<file path="src/rtl/exe_stage_mc_if.sv">
// ID/EX-to-EXE and EXE-to-MEM signal bundle for the execute stage.
// master drives the ID/EX side and consumes results; slave is the execute stage.
interface exe_stage_mc_if #(
  parameter int unsigned DATA_W = 32,
  parameter int unsigned DEST_W = 5
);
  logic              pause;
  logic              in_valid;
  logic [1:0]        fwd_v1_sel;
  logic [1:0]        fwd_v2_sel;
  logic [1:0]        fwd_src2_sel;
  logic [3:0]        exe_cmd;
  logic [DATA_W-1:0] val1;
  logic [DATA_W-1:0] val2;
  logic [DATA_W-1:0] reg2;
  logic [DATA_W-1:0] pc;
  logic [1:0]        br_type;
  logic              wb_en_in;
  logic [1:0]        mem_sig_in;
  logic [DEST_W-1:0] dest_in;
  logic [DATA_W-1:0] alu_fwd;
  logic [DATA_W-1:0] wb_fwd;

  logic [DATA_W-1:0] br_addr;
  logic              br_taken;
  logic              stall_req;
  logic              wb_en_out;
  logic [1:0]        mem_sig_out;
  logic [DEST_W-1:0] dest_out;
  logic [DATA_W-1:0] pc_out;
  logic [DATA_W-1:0] alu_res_out;
  logic [DATA_W-1:0] reg2_out;

  modport master (
    output pause, in_valid, fwd_v1_sel, fwd_v2_sel, fwd_src2_sel, exe_cmd, val1, val2, reg2, pc,
           br_type, wb_en_in, mem_sig_in, dest_in, alu_fwd, wb_fwd,
    input  br_addr, br_taken, stall_req, wb_en_out, mem_sig_out, dest_out, pc_out, alu_res_out,
           reg2_out
  );

  modport slave (
    input  pause, in_valid, fwd_v1_sel, fwd_v2_sel, fwd_src2_sel, exe_cmd, val1, val2, reg2, pc,
           br_type, wb_en_in, mem_sig_in, dest_in, alu_fwd, wb_fwd,
    output br_addr, br_taken, stall_req, wb_en_out, mem_sig_out, dest_out, pc_out, alu_res_out,
           reg2_out
  );
endinterface

</file>
<file path="src/rtl/exe_stage_mc.sv">
// Execute stage: forwarding, ALU, branch resolution, EXE/MEM register, and an
// iterative shift-add multiplier that stalls upstream while it runs.
module exe_stage_mc #(
  parameter int unsigned DATA_W = 32,
  parameter int unsigned DEST_W = 5,
  parameter int unsigned MUL_EN = 1
) (
  input logic           clk,
  input logic           rst,
  exe_stage_mc_if.slave bus
);
  localparam int unsigned SHAMT_W = $clog2(DATA_W);

  localparam logic [3:0] CmdAdd   = 4'b0000;
  localparam logic [3:0] CmdSub   = 4'b0010;
  localparam logic [3:0] CmdMul   = 4'b0011;
  localparam logic [3:0] CmdAnd   = 4'b0100;
  localparam logic [3:0] CmdOr    = 4'b0101;
  localparam logic [3:0] CmdNor   = 4'b0110;
  localparam logic [3:0] CmdXor   = 4'b0111;
  localparam logic [3:0] CmdShl   = 4'b1000;
  localparam logic [3:0] CmdSra   = 4'b1001;
  localparam logic [3:0] CmdSrl   = 4'b1010;
  localparam logic [3:0] CmdMulhu = 4'b1011;

  typedef enum logic [1:0] {StIdle, StBusy, StDone} state_e;

  state_e state_q, state_d;

  logic [DATA_W-1:0]   v1, v2, s2, alu_res;
  logic [SHAMT_W-1:0]  shamt;
  logic                is_mul, issue, stall_req;

  logic [SHAMT_W-1:0]  cnt_q;
  logic [2*DATA_W-1:0] acc_q, mcand_q;
  logic [DATA_W-1:0]   mplier_q, pc_lq, s2_lq;
  logic                hi_q, wb_lq;
  logic [1:0]          mem_lq;
  logic [DEST_W-1:0]   dest_lq;

  logic                wb_q, wb_d;
  logic [1:0]          mem_q, mem_d;
  logic [DEST_W-1:0]   dest_q, dest_d;
  logic [DATA_W-1:0]   pc_q, pc_d, alu_q, alu_d, r2_q, r2_d;

  // Forwarding muxes; select 11 falls back to the ID value.
  always_comb begin
    v1 = bus.val1;
    v2 = bus.val2;
    s2 = bus.reg2;
    case (bus.fwd_v1_sel)
      2'b01:   v1 = bus.alu_fwd;
      2'b10:   v1 = bus.wb_fwd;
      default: v1 = bus.val1;
    endcase
    case (bus.fwd_v2_sel)
      2'b01:   v2 = bus.alu_fwd;
      2'b10:   v2 = bus.wb_fwd;
      default: v2 = bus.val2;
    endcase
    case (bus.fwd_src2_sel)
      2'b01:   s2 = bus.alu_fwd;
      2'b10:   s2 = bus.wb_fwd;
      default: s2 = bus.reg2;
    endcase
  end

  assign shamt = v2[SHAMT_W-1:0];

  // MUL/MULHU yield 0 here; their real result comes from the multiplier path.
  always_comb begin
    alu_res = '0;
    case (bus.exe_cmd)
      CmdAdd:  alu_res = v1 + v2;
      CmdSub:  alu_res = v1 - v2;
      CmdAnd:  alu_res = v1 & v2;
      CmdOr:   alu_res = v1 | v2;
      CmdNor:  alu_res = ~(v1 | v2);
      CmdXor:  alu_res = v1 ^ v2;
      CmdShl:  alu_res = v1 << shamt;
      CmdSra:  alu_res = $signed(v1) >>> shamt;
      CmdSrl:  alu_res = v1 >> shamt;
      default: alu_res = '0;
    endcase
  end

  assign bus.br_addr = bus.pc + {v2[DATA_W-1:2], 2'b00};

  always_comb begin
    bus.br_taken = 1'b0;
    case (bus.br_type)
      2'b01:   bus.br_taken = (v1 == '0);
      2'b10:   bus.br_taken = (v1 != s2);
      2'b11:   bus.br_taken = 1'b1;
      default: bus.br_taken = 1'b0;
    endcase
    bus.br_taken = bus.br_taken & bus.in_valid;
  end

  assign is_mul = (bus.exe_cmd == CmdMul) || (bus.exe_cmd == CmdMulhu);
  assign issue  = bus.in_valid & is_mul & (MUL_EN != 0) & ~bus.pause;

  always_comb begin
    state_d   = state_q;
    stall_req = 1'b0;
    case (state_q)
      StIdle: begin
        if (issue) begin
          state_d   = StBusy;
          stall_req = 1'b1;
        end
      end
      StBusy: begin
        stall_req = 1'b1;
        if (cnt_q == SHAMT_W'(DATA_W - 1)) state_d = StDone;
      end
      StDone: begin
        if (bus.pause) stall_req = 1'b1;
        else           state_d   = StIdle;
      end
      default: state_d = StIdle;
    endcase
  end

  assign bus.stall_req = stall_req;

  always_ff @(posedge clk) begin
    if (rst) begin
      state_q  <= StIdle;
      cnt_q    <= '0;
      acc_q    <= '0;
      mcand_q  <= '0;
      mplier_q <= '0;
      hi_q     <= 1'b0;
      wb_lq    <= 1'b0;
      mem_lq   <= '0;
      dest_lq  <= '0;
      pc_lq    <= '0;
      s2_lq    <= '0;
    end else begin
      state_q <= state_d;
      if (state_q == StIdle && issue) begin
        cnt_q    <= '0;
        acc_q    <= '0;
        mcand_q  <= {{DATA_W{1'b0}}, v1};
        mplier_q <= v2;
        hi_q     <= (bus.exe_cmd == CmdMulhu);
        wb_lq    <= bus.wb_en_in;
        mem_lq   <= bus.mem_sig_in;
        dest_lq  <= bus.dest_in;
        pc_lq    <= bus.pc;
        s2_lq    <= s2;
      end else if (state_q == StBusy) begin
        // LSB-first: add the shifted multiplicand when the current multiplier bit is set.
        acc_q    <= acc_q + (mplier_q[0] ? mcand_q : '0);
        mcand_q  <= mcand_q << 1;
        mplier_q <= mplier_q >> 1;
        cnt_q    <= cnt_q + SHAMT_W'(1);
      end
    end
  end

  always_comb begin
    wb_d   = wb_q;
    mem_d  = mem_q;
    dest_d = dest_q;
    pc_d   = pc_q;
    alu_d  = alu_q;
    r2_d   = r2_q;
    if (!bus.pause) begin
      if (stall_req) begin
        wb_d   = 1'b0;
        mem_d  = '0;
        dest_d = '0;
        pc_d   = '0;
        alu_d  = '0;
        r2_d   = '0;
      end else if (state_q == StDone) begin
        wb_d   = wb_lq;
        mem_d  = mem_lq;
        dest_d = dest_lq;
        pc_d   = pc_lq;
        alu_d  = hi_q ? acc_q[2*DATA_W-1:DATA_W] : acc_q[DATA_W-1:0];
        r2_d   = s2_lq;
      end else begin
        wb_d   = bus.wb_en_in & bus.in_valid;
        mem_d  = bus.in_valid ? bus.mem_sig_in : 2'b00;
        dest_d = bus.dest_in;
        pc_d   = bus.pc;
        alu_d  = alu_res;
        r2_d   = s2;
      end
    end
  end

  always_ff @(posedge clk) begin
    if (rst) begin
      wb_q   <= 1'b0;
      mem_q  <= '0;
      dest_q <= '0;
      pc_q   <= '0;
      alu_q  <= '0;
      r2_q   <= '0;
    end else begin
      wb_q   <= wb_d;
      mem_q  <= mem_d;
      dest_q <= dest_d;
      pc_q   <= pc_d;
      alu_q  <= alu_d;
      r2_q   <= r2_d;
    end
  end

  assign bus.wb_en_out   = wb_q;
  assign bus.mem_sig_out = mem_q;
  assign bus.dest_out    = dest_q;
  assign bus.pc_out      = pc_q;
  assign bus.alu_res_out = alu_q;
  assign bus.reg2_out    = r2_q;
endmodule

</file>
<file path="src/flat_wrapper.sv">
// flat-port wrapper written by rule: the top's interface ports become plain ports
module exe_stage_mc_flat 
#(
  parameter int unsigned DATA_W = 32,
  parameter int unsigned DEST_W = 5,
  parameter int unsigned MUL_EN = 1
)
  (clk, rst, bus_pause, bus_in_valid, bus_fwd_v1_sel, bus_fwd_v2_sel, bus_fwd_src2_sel, bus_exe_cmd, bus_val1, bus_val2, bus_reg2, bus_pc, bus_br_type, bus_wb_en_in, bus_mem_sig_in, bus_dest_in, bus_alu_fwd, bus_wb_fwd, bus_br_addr, bus_br_taken, bus_stall_req, bus_wb_en_out, bus_mem_sig_out, bus_dest_out, bus_pc_out, bus_alu_res_out, bus_reg2_out);
  exe_stage_mc_if #(.DATA_W(DATA_W), .DEST_W(DEST_W)) bus_i ();
  input logic clk;
  input logic rst;
  input wire logic [$bits(bus_i.pause)-1:0] bus_pause;
  input wire logic [$bits(bus_i.in_valid)-1:0] bus_in_valid;
  input wire logic [$bits(bus_i.fwd_v1_sel)-1:0] bus_fwd_v1_sel;
  input wire logic [$bits(bus_i.fwd_v2_sel)-1:0] bus_fwd_v2_sel;
  input wire logic [$bits(bus_i.fwd_src2_sel)-1:0] bus_fwd_src2_sel;
  input wire logic [$bits(bus_i.exe_cmd)-1:0] bus_exe_cmd;
  input wire logic [$bits(bus_i.val1)-1:0] bus_val1;
  input wire logic [$bits(bus_i.val2)-1:0] bus_val2;
  input wire logic [$bits(bus_i.reg2)-1:0] bus_reg2;
  input wire logic [$bits(bus_i.pc)-1:0] bus_pc;
  input wire logic [$bits(bus_i.br_type)-1:0] bus_br_type;
  input wire logic [$bits(bus_i.wb_en_in)-1:0] bus_wb_en_in;
  input wire logic [$bits(bus_i.mem_sig_in)-1:0] bus_mem_sig_in;
  input wire logic [$bits(bus_i.dest_in)-1:0] bus_dest_in;
  input wire logic [$bits(bus_i.alu_fwd)-1:0] bus_alu_fwd;
  input wire logic [$bits(bus_i.wb_fwd)-1:0] bus_wb_fwd;
  output wire logic [$bits(bus_i.br_addr)-1:0] bus_br_addr;
  output wire logic [$bits(bus_i.br_taken)-1:0] bus_br_taken;
  output wire logic [$bits(bus_i.stall_req)-1:0] bus_stall_req;
  output wire logic [$bits(bus_i.wb_en_out)-1:0] bus_wb_en_out;
  output wire logic [$bits(bus_i.mem_sig_out)-1:0] bus_mem_sig_out;
  output wire logic [$bits(bus_i.dest_out)-1:0] bus_dest_out;
  output wire logic [$bits(bus_i.pc_out)-1:0] bus_pc_out;
  output wire logic [$bits(bus_i.alu_res_out)-1:0] bus_alu_res_out;
  output wire logic [$bits(bus_i.reg2_out)-1:0] bus_reg2_out;
  assign bus_i.pause = bus_pause;
  assign bus_i.in_valid = bus_in_valid;
  assign bus_i.fwd_v1_sel = bus_fwd_v1_sel;
  assign bus_i.fwd_v2_sel = bus_fwd_v2_sel;
  assign bus_i.fwd_src2_sel = bus_fwd_src2_sel;
  assign bus_i.exe_cmd = bus_exe_cmd;
  assign bus_i.val1 = bus_val1;
  assign bus_i.val2 = bus_val2;
  assign bus_i.reg2 = bus_reg2;
  assign bus_i.pc = bus_pc;
  assign bus_i.br_type = bus_br_type;
  assign bus_i.wb_en_in = bus_wb_en_in;
  assign bus_i.mem_sig_in = bus_mem_sig_in;
  assign bus_i.dest_in = bus_dest_in;
  assign bus_i.alu_fwd = bus_alu_fwd;
  assign bus_i.wb_fwd = bus_wb_fwd;
  assign bus_br_addr = bus_i.br_addr;
  assign bus_br_taken = bus_i.br_taken;
  assign bus_stall_req = bus_i.stall_req;
  assign bus_wb_en_out = bus_i.wb_en_out;
  assign bus_mem_sig_out = bus_i.mem_sig_out;
  assign bus_dest_out = bus_i.dest_out;
  assign bus_pc_out = bus_i.pc_out;
  assign bus_alu_res_out = bus_i.alu_res_out;
  assign bus_reg2_out = bus_i.reg2_out;
  exe_stage_mc #(.DATA_W(DATA_W), .DEST_W(DEST_W), .MUL_EN(MUL_EN)) u_core (.clk(clk), .rst(rst), .bus(bus_i));
endmodule
</file>
<file path="config.mk">
export PLATFORM = sky130hd
export DESIGN_NAME = exe_stage_mc_flat
export DESIGN_NICKNAME = d
export VERILOG_FILES = /design/src/rtl/exe_stage_mc_if.sv /design/src/rtl/exe_stage_mc.sv /design/src/flat_wrapper.sv
export SDC_FILE = /design/constraint.sdc
export NUM_CORES = 2
export LEC_CHECK = 0
export CORE_MARGIN = 1.5
export CORE_UTILIZATION = 55
export DETAILED_ROUTE_END_ITERATION = 8
export PLACE_DENSITY = 0.79
export SYNTH_ARGS = -nofsm -noshare
export SYNTH_HDL_FRONTEND = slang
export SYNTH_SLANG_ARGS = --single-unit
</file>
<file path="constraint.sdc">
create_clock -name clk -period 6.7 [get_ports clk]
set_clock_uncertainty 0.2 [all_clocks]
set_input_delay 0.67 -clock clk [delete_from_list [all_inputs] [get_ports clk]]
set_output_delay 0.67 -clock clk [all_outputs]
set_load 0.005 [all_outputs]
</file>
==> metrics <==
setup TNS 0 ns; Worst Setup Start Kind input port; Final Non-Filler Cells 5055; Final min period 6.63 ns; root buffer cell clkbuf_16; Post-CTS Setup Repair Bufs 0; CP endpoint kind output pin; Design Area, Final 0.0354 mm^2; Placed Cells 4976; post-synthesis area per instance 7.23 um^2; total track usage 0.472; EDFF count, synth 0; clk_lat worst skew 0.61 ns; post-synth top area share 0.229; Placed Area 0.0339 mm^2; largest net degree at the start of global routing 90; CTS H-Tree Depth 2; Pwr Density 216 mW/mm^2; leakage 14.4 nW; Slew Limit Headroom 0.0882; I/O pins 354; number of max-cap violations 0; GPL Wtd Cong 1.20; number of core rows 85; CTS tree built; Die ar. 0.0560 mm^2; WP data arrival 5.76 ns; Final Setup Violations 0; Synth top cells by count 564 x nand2_1, 481 x nor2_1, 451 x a21oi_1; DRT antenna net count 0; fin util 0.656; Req. time, crit path 5.83 ns; Synth Register Bits 344; Crit Path Max Fanout 17; Synth area leader dfxtp_1; Vias/cell 6.81; initial DRC count 4627; status finished, final reports clean; initial antenna violation count 9; Die Span X 237 um; via count 34400; fin. max-slew vios 0; global-route wire length before repair 201 mm; P&R area growth vs syn 17.8%; Total Power 7.64 mW; IO Port Bufs 353; Hold WC Path Type reg -> reg; unrepaired setup endpoints after global routing false; clock slew seen by the registers of the worst setup and hold paths 0.06 ns; ys flop type dfxtp_1; wire per inst 27.1 um; Num CTS Buffers 42; vias in the first global route 31400; CTS Buffer Depth 3; Final period util 0.989; layout cells sized above 1 0.0730; Mapped Cells 4153; die height 237 um; CTS sink cnt 344; Max VDD drop 0.194 mV; Mapped Nets 4574; critical path class in -> out; most frequent cell after synthesis nand2_1; Residual DRC 0; Async SR Flop Fraction 0; final-stage net count 4746; Fmax 151 MHz; post-detail-place hpwl 100 mm; Starting Density 0.557; Synth cell types 95; drt pass-1 iters 7; GRT overflow 0; Ys Warns 0; final WL 137 mm; worst slew pin tran 1.36 ns; Netlist Area Pre-Place 0.0300 mm^2; top cells by area, synth dfxtp_1 23%, ha_1 8.4%, a21oi_1 7.5%; register area share after synthesis 0.229; Final Hold Fails 0; core footprint 0.0539 mm^2
-- cell families (layout without fill, tap and decap cells) --
logic type      Yosys count  after routing  synth area share
simple gates           1454           1454             0.211
compound gates         1366           1366             0.300
buf+inv                 440            645            0.0621
flops                   344            344             0.229
fa+ha+maj               205            205            0.0862
mux                     183            183            0.0641
xor+xnor                161            161            0.0470
other cells               0              1                 0
-- what timing repair did --
item	4_1_cts	5_1_grt
gates resized for setup	0	10
setup endpoints to repair	0	2
hold buffers	0	0
-- worst paths after layout --
path / startpoint / end / slack, ns / cells after the start
setup / recovery: bus_fwd_v2_sel[0] / bus_br_addr[31] / 0.07 / 15
hold / removal: u_core.bus.alu_res_out[23]$_SDFFE_PP0N_ / u_core.bus.alu_res_out[23]$_SDFFE_PP0N_ / 0.25 / 2
setup reg to reg: u_core.mplier_q[0]$_SDFFE_PP0P_ / u_core.acc_q[59]$_SDFFE_PP0P_ / 2.03 / 14
hold reg to reg: u_core.bus.alu_res_out[23]$_SDFFE_PP0N_ / u_core.bus.alu_res_out[23]$_SDFFE_PP0N_ / 0.25 / 2
-- power by group --
group          switching, mW  internal, mW
logic                   1.86          1.12
clock network           1.01          1.47
registers             0.0543          2.11
-- critical path, cell delays in order --
cell and delay [ns]:
clkdlybuf4s50_1 0.57, inv_1 0.07, ha_2 0.44, inv_2 0.06
buf_4 0.21, o21ai_0 0.81, inv_1 0.39, ha_1 0.45
and2_1 0.17, a31o_2 0.23, o31a_1 0.27, or3_1 0.38
and4_1 0.21, nor3_1 0.27, clkdlybuf4s50_1 0.56
-- placed cells by master, fill, tap and decap left out, types with 41 or more instances in the layout --
cell type        count
a31oi_1             45
clkdlybuf4s50_1    351
clkbuf_16           43
buf_4               95
nand2_1            563
mux2i_1            143
nand3_1             59
a22oi_1            147
dfxtp_1            342
ha_1               199
a21oi_1            450
xnor2_1            121
inv_1               95
nand4_1             41
o21ai_0            186
nor2_1             478
a21o_1              69
a211oi_1            56
a2bb2oi_1           66
nor3_1             110
and2_1              84
-- registers in the layout, summed over array words and instances (netlist names), 32 cells and up --
signal                  count
u_core.acc_q               64
u_core.bus.pc_out          32
u_core.pc_lq               32
u_core.mplier_q            32
u_core.bus.reg2_out        32
u_core.s2_lq               32
u_core.mcand_q             64
u_core.bus.alu_res_out     32
-- stage by stage --
| stage | hold WS (ns) | setup WS, ns |
|---|---|---|
| after global placement | 0.239 | 0.144 |
| final | 0.249 | 0.0748 |
| after CTS | 0.250 | 0.0166 |
| after floorplan | 0.232 | 1.26 |
| after global routing | 0.271 | 0.000249 |
| after detailed placement | 0.241 | 0.0456 |
-- metal layers --
| metal | wire (um) | vias to the layer above | track usage | part of all wire |
|---|---|---|---|---|
| met5 | 89 | - | 0 | 0.00065 |
| met3 | 18700 | 657 | 0.182 | 0.14 |
| met2 | 55900 | 2415 | 0.687 | 0.41 |
| li1 | - | 15300 | - | - |
| met4 | 11500 | 14 | 0.338 | 0.084 |
| met1 | 50800 | 16000 | 0.568 | 0.37 |
-- layout make-up --
cell class,instances,area [um^2]
multi-input combinational,3369,21400
fill,4765,18600
sequential,344,6890
timing repair buffer,451,4310
clock buffer,54,1160
tap,696,871
inverter,117,443
clock inverter,23,317
antenna,1,2.50
Note: power is estimated with default switching activity, not from simulation.
